### src/rtl/load_store_queue.sv
// load_store_queue: in-order load/store queue between the LSB reservation
// station and the memory controller.
// Ready memory ops arrive with resolved operands. The queue computes each
// effective address, issues accesses one at a time from the head, and
// broadcasts load results and store-address notices on the LSB CDB.
// A store only writes memory after the ROB commits it.
// Optional feature: define LSQ_PERF_CNT_EN to add the perf_load_cnt and
// perf_store_cnt completion counters and their ports.
//
// state    | meaning
// ---------+-------------------------------------------------------------
// IDLE     | inspect head: issue load, announce store, or issue commit
// WAIT_MEM | request held on the bus until mem_done, then pop the head
// DRAIN    | flushed load still in flight; swallow its data, no pop/CDB
module load_store_queue #(
    parameter int DEPTH  = 16,
    parameter int DATA_W = 32,
    parameter int TAG_W  = 4,
    parameter int OP_W   = 6
) (
    input  logic              clk,
    input  logic              rst,
    input  logic              rdy,
    input  logic              clear,
    input  logic              LSB_valid,
    input  logic [OP_W-1:0]   LSB_op,
    input  logic [DATA_W-1:0] LSB_reg1,
    input  logic [DATA_W-1:0] LSB_reg2,
    input  logic [DATA_W-1:0] LSB_imm,
    input  logic [TAG_W-1:0]  LSB_reg_des_rob,
    output logic              LSB_is_full,
    input  logic              rob_commit_valid,
    input  logic [TAG_W-1:0]  rob_commit_tag,
    output logic              mem_req_valid,
    output logic              mem_req_we,
    output logic [DATA_W-1:0] mem_req_addr,
    output logic [1:0]        mem_req_size,
    output logic [DATA_W-1:0] mem_req_wdata,
    input  logic              mem_done,
    input  logic [DATA_W-1:0] mem_rdata,
    output logic              LSB_cdb_valid,
    output logic [TAG_W-1:0]  LSB_cdb_tag,
    output logic [DATA_W-1:0] LSB_cdb_data
`ifdef LSQ_PERF_CNT_EN
    ,
    output logic [31:0]       perf_load_cnt,
    output logic [31:0]       perf_store_cnt
`endif
);

    localparam int PTR_W = $clog2(DEPTH);
    localparam int CNT_W = PTR_W + 1;

    localparam logic [CNT_W-1:0] CNT_MAX  = CNT_W'(DEPTH);
    localparam logic [CNT_W-1:0] FULL_THR = CNT_W'(DEPTH - 2);

    // Memory opcode encodings shared with the decoder.
    localparam logic [OP_W-1:0] OP_LB  = OP_W'(1);
    localparam logic [OP_W-1:0] OP_LH  = OP_W'(2);
    localparam logic [OP_W-1:0] OP_LW  = OP_W'(3);
    localparam logic [OP_W-1:0] OP_LBU = OP_W'(4);
    localparam logic [OP_W-1:0] OP_LHU = OP_W'(5);
    localparam logic [OP_W-1:0] OP_SB  = OP_W'(6);
    localparam logic [OP_W-1:0] OP_SH  = OP_W'(7);
    localparam logic [OP_W-1:0] OP_SW  = OP_W'(8);

    typedef enum logic [1:0] {
        S_IDLE     = 2'd0,
        S_WAIT_MEM = 2'd1,
        S_DRAIN    = 2'd2
    } state_t;

    function automatic logic op_is_store(input logic [OP_W-1:0] op);
        return (op == OP_SB) || (op == OP_SH) || (op == OP_SW);
    endfunction

    function automatic logic [1:0] op_size(input logic [OP_W-1:0] op);
        logic [1:0] sz;
        sz = 2'd2;
        if (op == OP_LB || op == OP_LBU || op == OP_SB) begin
            sz = 2'd0;
        end else if (op == OP_LH || op == OP_LHU || op == OP_SH) begin
            sz = 2'd1;
        end
        return sz;
    endfunction

    function automatic logic [DATA_W-1:0] load_ext(input logic [OP_W-1:0]   op,
                                                   input logic [DATA_W-1:0] raw);
        logic [DATA_W-1:0] val;
        val = raw;
        if (op == OP_LB) begin
            val = {{(DATA_W-8){raw[7]}}, raw[7:0]};
        end else if (op == OP_LBU) begin
            val = {{(DATA_W-8){1'b0}}, raw[7:0]};
        end else if (op == OP_LH) begin
            val = {{(DATA_W-16){raw[15]}}, raw[15:0]};
        end else if (op == OP_LHU) begin
            val = {{(DATA_W-16){1'b0}}, raw[15:0]};
        end
        return val;
    endfunction

    // Queue storage
    logic [OP_W-1:0]   ent_op    [DEPTH];
    logic [DATA_W-1:0] ent_addr  [DEPTH];
    logic [DATA_W-1:0] ent_wdata [DEPTH];
    logic [TAG_W-1:0]  ent_tag   [DEPTH];
    logic              ent_valid [DEPTH];
    logic              ent_com   [DEPTH];
    logic              ent_ann   [DEPTH];

    logic [PTR_W-1:0]  head_ptr;
    logic [PTR_W-1:0]  tail_ptr;
    logic [CNT_W-1:0]  count;
    state_t            state;

    logic head_valid;
    logic head_store;
    logic head_com;
    logic head_ann;
    logic do_enq;
    logic do_pop;
    logic idle_act;
    logic announce_now;
    logic issue_now;
    logic commit_hit;
    logic keep_head;

    assign head_valid = ent_valid[head_ptr];
    assign head_store = op_is_store(ent_op[head_ptr]);
    assign head_com   = ent_com[head_ptr];
    assign head_ann   = ent_ann[head_ptr];

    // An issue arriving while the queue is full is dropped; the RS is
    // expected to have stalled on LSB_is_full two slots earlier.
    assign do_enq = rdy && LSB_valid && !clear && (count != CNT_MAX);
    assign do_pop = rdy && (state == S_WAIT_MEM) && mem_done;

    // Head decisions are skipped on a flush cycle; a kept committed store
    // is picked up on the following cycle.
    assign idle_act     = rdy && (state == S_IDLE) && !clear && head_valid;
    assign announce_now = idle_act && head_store && !head_ann;
    assign issue_now    = idle_act && (!head_store || (head_com && head_ann));

    assign commit_hit = rdy && !clear && rob_commit_valid && head_valid &&
                        head_store && (ent_tag[head_ptr] == rob_commit_tag);

    // A committed store is architecturally retired and must survive a flush
    // unless it is completing in this very cycle.
    assign keep_head = clear && head_valid && head_store && head_com && !do_pop;

    assign LSB_is_full = (count >= FULL_THR);

    // Entry payload is captured at the tail on enqueue
    always_ff @(posedge clk or negedge rst) begin
        if (!rst) begin
            for (int i = 0; i < DEPTH; i++) begin
                ent_op[i]    <= '0;
                ent_addr[i]  <= '0;
                ent_wdata[i] <= '0;
                ent_tag[i]   <= '0;
            end
        end else if (do_enq) begin
            ent_op[tail_ptr]    <= LSB_op;
            ent_addr[tail_ptr]  <= LSB_reg1 + LSB_imm;
            ent_wdata[tail_ptr] <= LSB_reg2;
            ent_tag[tail_ptr]   <= LSB_reg_des_rob;
        end
    end

    // Pointers, occupancy and per-entry status flags
    always_ff @(posedge clk or negedge rst) begin
        if (!rst) begin
            head_ptr <= '0;
            tail_ptr <= '0;
            count    <= '0;
            for (int i = 0; i < DEPTH; i++) begin
                ent_valid[i] <= 1'b0;
                ent_com[i]   <= 1'b0;
                ent_ann[i]   <= 1'b0;
            end
        end else if (rdy) begin
            if (clear) begin
                for (int i = 0; i < DEPTH; i++) begin
                    ent_valid[i] <= 1'b0;
                end
                if (do_pop) begin
                    head_ptr <= head_ptr + 1'b1;
                    tail_ptr <= head_ptr + 1'b1;
                    count    <= '0;
                end else if (keep_head) begin
                    ent_valid[head_ptr] <= 1'b1;
                    tail_ptr <= head_ptr + 1'b1;
                    count    <= CNT_W'(1);
                end else begin
                    tail_ptr <= head_ptr;
                    count    <= '0;
                end
            end else begin
                if (do_enq) begin
                    ent_valid[tail_ptr] <= 1'b1;
                    ent_com[tail_ptr]   <= 1'b0;
                    ent_ann[tail_ptr]   <= 1'b0;
                    tail_ptr <= tail_ptr + 1'b1;
                end
                if (do_pop) begin
                    ent_valid[head_ptr] <= 1'b0;
                    head_ptr <= head_ptr + 1'b1;
                end
                if (announce_now) begin
                    ent_ann[head_ptr] <= 1'b1;
                end
                if (commit_hit) begin
                    ent_com[head_ptr] <= 1'b1;
                end
                count <= count + CNT_W'(do_enq) - CNT_W'(do_pop);
            end
        end
    end

    // Access FSM with registered memory request and CDB outputs
    always_ff @(posedge clk or negedge rst) begin
        if (!rst) begin
            state         <= S_IDLE;
            mem_req_valid <= 1'b0;
            mem_req_we    <= 1'b0;
            mem_req_addr  <= '0;
            mem_req_size  <= 2'd0;
            mem_req_wdata <= '0;
            LSB_cdb_valid <= 1'b0;
            LSB_cdb_tag   <= '0;
            LSB_cdb_data  <= '0;
        end else if (rdy) begin
            LSB_cdb_valid <= 1'b0;
            LSB_cdb_tag   <= '0;
            LSB_cdb_data  <= '0;
            case (state)
                S_IDLE: begin
                    if (issue_now) begin
                        mem_req_valid <= 1'b1;
                        mem_req_we    <= head_store;
                        mem_req_addr  <= ent_addr[head_ptr];
                        mem_req_size  <= op_size(ent_op[head_ptr]);
                        mem_req_wdata <= head_store ? ent_wdata[head_ptr] : '0;
                        state         <= S_WAIT_MEM;
                    end else if (announce_now) begin
                        LSB_cdb_valid <= 1'b1;
                        LSB_cdb_tag   <= ent_tag[head_ptr];
                    end
                end
                S_WAIT_MEM: begin
                    if (mem_done) begin
                        mem_req_valid <= 1'b0;
                        mem_req_we    <= 1'b0;
                        mem_req_addr  <= '0;
                        mem_req_size  <= 2'd0;
                        mem_req_wdata <= '0;
                        state         <= S_IDLE;
                        if (!mem_req_we && !clear) begin
                            LSB_cdb_valid <= 1'b1;
                            LSB_cdb_tag   <= ent_tag[head_ptr];
                            LSB_cdb_data  <= load_ext(ent_op[head_ptr], mem_rdata);
                        end
                    end else if (clear && !mem_req_we) begin
                        state <= S_DRAIN;
                    end
                end
                S_DRAIN: begin
                    if (mem_done) begin
                        mem_req_valid <= 1'b0;
                        mem_req_we    <= 1'b0;
                        mem_req_addr  <= '0;
                        mem_req_size  <= 2'd0;
                        mem_req_wdata <= '0;
                        state         <= S_IDLE;
                    end
                end
                default: begin
                    state <= S_IDLE;
                end
            endcase
        end
    end

`ifdef LSQ_PERF_CNT_EN
    // Completed accesses by type, including drained loads; not flushed
    always_ff @(posedge clk or negedge rst) begin
        if (!rst) begin
            perf_load_cnt  <= '0;
            perf_store_cnt <= '0;
        end else if (rdy && mem_done && (state == S_WAIT_MEM || state == S_DRAIN)) begin
            if (mem_req_we) begin
                perf_store_cnt <= perf_store_cnt + 32'd1;
            end else begin
                perf_load_cnt <= perf_load_cnt + 32'd1;
            end
        end
    end
`endif

endmodule

### config.mk
export PLATFORM = sky130hd
export DESIGN_NAME = load_store_queue
export DESIGN_NICKNAME = d
export VERILOG_FILES = /design/src/rtl/load_store_queue.sv
export SDC_FILE = /design/constraint.sdc
export NUM_CORES = 2
export LEC_CHECK = 0
export ABC_AREA = 1
export CORE_MARGIN = 1
export CORE_UTILIZATION = 59
export CTS_CLUSTER_SIZE = 30
export DETAILED_ROUTE_END_ITERATION = 16
export PLACE_DENSITY = 0.79
export SLEW_MARGIN = 20
export SYNTH_ARGS = -nofsm -noshare
export SYNTH_HDL_FRONTEND = slang
export SYNTH_SLANG_ARGS = --single-unit
### constraint.sdc
create_clock -name clk -period 3.3 [get_ports clk]
set_input_delay 0.66 -clock clk [delete_from_list [all_inputs] [get_ports clk]]
set_output_delay 0.66 -clock clk [all_outputs]
set_load 0.01 [all_outputs]
# ---- Word level (Yosys, flattened, before mapping)
# Cells that the tools add are included.
dict set report word_totals {
  regBits 1352
  latch_bits 0
  ramBits 0
  romBits 0
  input_bits 149
  out_inout_bits 106
  word_cells 300
  mem_count 0
}
dict set report op_classes {
  addsub 5
  n_mul 0
  div 0
  magnitude_cmp 5
  n_eq_ne 15
  n_shift 0
  muxes 94
  n_bitwise 11
  n_reduce_logical 46
}
# operator n
set ops {}
lappend ops {{$bwmux W512} 2}
lappend ops {{$mux W32} 16}
lappend ops {{$bmux W32 S4} 2}
lappend ops {{$mux W16} 15}
lappend ops {{$demux W32 S4} 1}
lappend ops {{$pmux W32 S2} 2}
lappend ops {{$bwmux W96} 1}
lappend ops {{$bwmux W64} 1}
lappend ops {{$and A16 B16 Y16} 3}
lappend ops {{$or A16 B16 Y16} 3}
lappend ops {{$mux W4} 11}
lappend ops {{$add A32 B32 Y32} 1}
lappend ops {{$not A16 Y16} 2}
lappend ops {{$logic_and A1 B1 Y1} 25}
lappend ops {{$bmux W6 S4} 1}
lappend ops {{$demux W6 S4} 1}
lappend ops {{$eq A6 B3 Y1 const B} 4}
lappend ops {{$mux W6} 3}
lappend ops {{$mux W1} 17}
lappend ops {{$bmux W4 S4} 1}
lappend ops {{$demux W4 S4} 1}
lappend ops {{$mux W2} 7}
lappend ops {{$bmux W1 S4} 3}
lappend ops {{$ge A5 B5 Y1 const B} 2}
lappend ops {{30 further kinds} 51}

# ---- Depth between registers and ports, before layout
dict set report depth {
  ltp_word 13
  depth_mapped 20
  depth_no_buf 17
}

# ---- Worst setup path before layout
# OpenSTA, ideal clock, no wires.
dict set report synth_timing {
  kind {input-to-reg}
  startpoint {input LSB_reg1[0]}
  endpoint {register ent_addr[412] in the netlist's numbering}
  setup_time_ps 119
  arrival_ps 2694
  required_time_ps 3181
  path_slack_ps 487
  cell_stages 14
  path_buffers 1
  path_cell_list {ha_1 -> inv_1 -> fa_1 -> nor3_1 -> nor2_1 -> o21bai_1 -> a21oi_2 -> o21ai_1 -> nand2_1 -> nand2_1 -> nand2_1 -> clkbuf_1 -> nand3_1 -> nand2_1}
}
dict set report synth_via {
  elab_chain_len 2
}
# item line
set synth_rtl {}
lappend synth_rtl {{from (decl)} 27} ;# input logic [DATA_W-1:0] LSB_reg1,
lappend synth_rtl {{$add A32 B32 Y32} 166} ;# ent_addr[tail_ptr] <= LSB_reg1 + LSB_imm;
lappend synth_rtl {{$bwmux W512} 166}
lappend synth_rtl {{to (signal, indexed assignment)} 166}
lappend synth_rtl {{to (decl)} 106} ;# logic [DATA_W-1:0] ent_addr [DEPTH];
# Every way passes these cells.
# A chain may end at the register's enable or synchronous reset.

# ---- Worst setup path in the final report
dict set report layout_timing {
  startpoint {register head_ptr[3]}
  endpoint {register mem_req_wdata[2]}
}
dict set report layout_via {
  elab_chain_len 12
  word_cells_on_any_way 31
  cone_classes {eq/ne: 4; mux: 18; bitwise: 1; reduce/logical: 8}
}
# item line
set layout_rtl {}
lappend layout_rtl {{from (decl)} 113} ;# logic [PTR_W-1:0] head_ptr;
lappend layout_rtl {{from (signal assigned)} 189} ;# head_ptr <= head_ptr + 1'b1;
lappend layout_rtl {{from (signal assigned)} 209} ;# head_ptr <= head_ptr + 1'b1;
lappend layout_rtl {{$not A4 Y5 (not written as such) (*)} n/a}
lappend layout_rtl {{$bmux W6 S4} 131} ;# assign head_store = op_is_store(ent_op[head_ptr]);
lappend layout_rtl {{$mux W6 (not written as such) (2 in series)} 131}
lappend layout_rtl {{$eq A6 B3 Y1} 74} ;# return (op == OP_SB) || (op == OP_SH) || (op == OP_SW);
lappend layout_rtl {{$logic_or A1 B1 Y1 (2 in series)} 74}
lappend layout_rtl {{$logic_not A1 Y1} 144} ;# assign issue_now = idle_act && (!head_store || (head_com && head_ann));
lappend layout_rtl {{$logic_or A1 B1 Y1} 144}
lappend layout_rtl {{$logic_and A1 B1 Y1} 144}
lappend layout_rtl {{$ne A2 B2 Y1 (no line)} n/a}
lappend layout_rtl {{$reduce_and A4 Y1 (no line)} n/a}
lappend layout_rtl {{to (signal assigned)} 245} ;# mem_req_wdata <= head_store ? ent_wdata[head_ptr] : '0;
lappend layout_rtl {{to (decl)} 38} ;# output logic [DATA_W-1:0] mem_req_wdata,
# Every way passes the cells marked *; elsewhere a longest branch is shown, timed or not. The select of a mux whose other input is x is not followed.

==> results.md <==
* Ys async rst share at 100%
* Initial antenna violation count at 4
* Routed wire length at 193000 um
* WP data required at 4.01 ns
* Tot GR Track Use at 35.7%
* CTS clock-pin slew for the worst setup and hold paths at 0.06 ns
* RR Startpoint: head_ptr[3]$_DFFE_PN0P_
* Crit path max fanout at 35
* Clk sink count at 1352
* Critical path's slowest cell: dfrtp_1
* GP Congestion at 0.914
* Cell count after synthesis at 7737
* Layout Utilization at 68.0%
* Highest Clock Rate at 0.318 GHz
* Pin count of the biggest net entering global routing at 166
* # DRC at 0
* Hold path depth at 2
* IO Count at 255
* Post-CTS Setup Bufs at 0
* Status: completed
* Via-to-Cell Ratio at 6.17
* RSZ-0062 raised after global routing: false
* Fin crit share at 95.2%
* Die height at 330 um
* Rel. slew slack at 45.6%
* Number of buffers created by CTS at 143
* Row count at 119
* Initial core utilization at 59.9%
* Post-synth EDFFs at 0
* Critical Path, Cell by Cell: inv_2 -> nor2_4 -> buf_4 -> nand2_1 -> nand2_1 -> nor2_4 -> nand3_1 -> nand2_2 -> nand3_1 -> nand2_1 -> nand2_4 -> buf_12 -> nand4_1 -> nand2_1
* Post-Synthesis Cell Area at 0.0635 mm2
* Worst Skew at 0.0309 ns
* Final setup vio count at 0
* Worst Hold Launch: mem_req_addr[30]$_DFFE_PN0P_
* Vias in the first global route at 54700
* VDD IR max at 1.32 mV
* Yosys reg bits at 1352
* Remaining antenna violation count at 0
* Via count at 56900
* Layout cell share with drive strength beyond 1 at 6.70%
* Syn Area/Cell at 8.20 um2
* Area grow syn2layout at 13.6%
* Fin worst setup slack at 0.159 ns
* Drt pass-1 iters at 8
* Port bufs at 254
* CP arrival at 3.85 ns
* TritonCTS clock tree: done
* CTS root buffer: clkbuf_16
* Pre-CTS setup slack at 0.0291 ns
* Measured slew at the worst slew-check pin at 0.817 ns
* H-tree depth at 4
* Crit path time final at 3.14 ns
* Final Hold Viols at 0
* Post-Syn Nets at 7940
* First-pass GRT wire length at 304000 um
* Worst Setup Path Type: register to register
* Die footprint at 0.109 mm2
* Cell Pwr Density at 945 mW/mm2
* Die X at 330 um
* CTS Buffer Depth at 3
* Startpoint Class: register
* Clock Latency Late Sink at 0.78 ns
* Leakage dissipation at 33.7 nW
* Yosys warns at 0
* Detailed Place HPWL at 111000 um
* DR WL/cell at 20.9 um
* FF-to-FF setup slack at 0.16 ns
* Ys flop type: dfrtp_1
* Distinct cells, synth at 55
* Crit-path max cell delay at 0.55 ns
* Worst reg2reg path depth at 14
* Hold EP: mem_req_addr[30]$_DFFE_PN0P_
* Pwr Total at 68.2 mW
* Post-synthesis sequential area ratio at 53.3%
* DR iter-0 viols at 6448
* Post-Place Cells at 8973
* Post-Route Setup TNS at 0 ns
* Final Max Tran Viols at 0
* Worst min path class: register to register
* Final std cells w/o fill at 9223
* Core Area at 0.106 mm2
* Congestion Overflow GR at 0
* Nets at 7931
* Crit-path most repeated cell: nand2_1
* Reg2reg end: mem_req_wdata[2]$_DFFE_PN0P_
* Max-cap violations at 0
* Critical Path Sink Type: register
==> synth_stat cells, types with 7 or more instances <==
cell / number / area share [%]
buf_6: 35 / 0.62
nand4_1: 111 / 1.1
ha_1: 52 / 1.0
nor2_1: 409 / 2.4
nor3_1: 36 / 0.28
a21oi_1: 248 / 2.0
dfrtp_1: 1352 / 53
nand2_1: 2478 / 15
xor2_1: 20 / 0.28
a22o_1: 8 / 0.11
xnor2_1: 8 / 0.11
o21ai_2: 11 / 0.15
o21ai_0: 1482 / 12
nand2_2: 27 / 0.27
a32o_1: 128 / 2.0
clkbuf_1: 438 / 2.6
a41oi_1: 29 / 0.40
buf_4: 31 / 0.37
buf_1: 21 / 0.12
o21ai_1: 55 / 0.43
buf_2: 105 / 0.83
o211ai_1: 13 / 0.15
o22ai_1: 116 / 1.1
inv_2: 7 / 0.041
nand3_1: 196 / 1.5
inv_1: 264 / 1.6
==> kinds of logic after synthesis <==
family	after synthesis	share of synthesized area, %
fa+ha+maj	54	1.09
flops	1352	53.3
compound gates	2110	18.3
xor+xnor	28	0.387
buf+inv	912	6.30
simple gates	3281	20.6
==> placed cells by master (no fill, tap or decap), types with 111 or more instances in the layout <==
cell type,count
buf_4,163
nand2_1,2460
nand3_1,196
clkbuf_16,150
a32o_1,128
clkdlybuf4s50_1,253
dfrtp_1,1350
nor2_1,407
o22ai_1,116
a21oi_1,248
inv_1,262
o21ai_0,1482
nand4_1,111
==> stage by stage <==
step / hold WS [ns] / cell area (um2)
floorplan: 0.364 / 63500
global placement: 0.456 / 67500
detailed placement: 0.459 / 67500
CTS: 0.461 / 72100
global route: 0.483 / 72100
finish: 0.473 / 72100
==> per-layer routing <==
metal	share of wire (%)	wire [um]	GRT usage, %
met3	10	19900	7.60
met2	46	88400	55.8
met1	39	74800	47.2
met4	5.2	9950	18.4
met5	0.0073	14	0
==> worst max path at each step <==
| stage | from | to | slack [ns] | depth (start not counted) |
|---|---|---|---|---|
| 4_1_cts | head_ptr[3]$_DFFE_PN0P_ | mem_req_addr[5]$_DFFE_PN0P_ | 0.21 | 15 |
| 6_report | head_ptr[3]$_DFFE_PN0P_ | mem_req_wdata[2]$_DFFE_PN0P_ | 0.16 | 14 |
| 3_5_place_dp | LSB_reg1[0] | ent_addr[436]$_DFFE_PN0P_ | 0.03 | 13 |
| 2_1_floorplan | LSB_reg1[0] | ent_addr[412]$_DFFE_PN0P_ | 0.49 | 14 |
| 3_3_place_gp | LSB_reg1[0] | ent_addr[444]$_DFFE_PN0P_ | 0.08 | 16 |
| 5_1_grt | head_ptr[1]$_DFFE_PN0P_ | ent_com[5]$_DFFE_PN0P_ | 0.08 | 14 |
==> state kept, by name, summed over array words and instances, names as in the netlist, 5 cells and up <==
| signal | flops |
|---|---|
| LSB_cdb_data | 32 |
| count | 5 |
| ent_addr | 512 |
| ent_ann | 16 |
| ent_com | 16 |
| ent_op | 96 |
| ent_tag | 64 |
| ent_valid | 16 |
| ent_wdata | 512 |
| mem_req_addr | 32 |
| mem_req_wdata | 32 |
==> critical path: cells and delay by family, from the launching register on <==
family / cells / cell delay, ns
buffers and inverters: 3 / 0.76
DFF: 1 / 0.55
and+or+nand+nor: 11 / 1.73
==> report_power, final <==
part | total, mW | switching (mW) | internal [mW]
registers | 25.9 | 3.33 | 22.6
logic | 26.4 | 17.1 | 9.31
clock network | 15.9 | 6.59 | 9.27
==> area by class of cell <==
| type | count | area, um2 |
|---|---|---|
| Multi-Input combinational cell | 5473 | 25800 |
| Timing Repair Buffer | 483 | 5090 |
| Sequential cell | 1352 | 33800 |
| Clock buffer | 212 | 4210 |
| Inverter | 275 | 1070 |
| Antenna cell | 2 | 5.00 |
| Clock inverter | 35 | 368 |
| Tap cell | 1391 | 1740 |
| Fill cell | 8258 | 33900 |
==> timing repair <==
item | 4_1_cts | 5_1_grt
hold endpoints to repair | 66 | 0
resized for setup | 0 | 2
endpoints found under the setup margin | 0 | 2
hold buffers | 1 | 0
No activity file was read; power rests on OpenSTA's default activity.
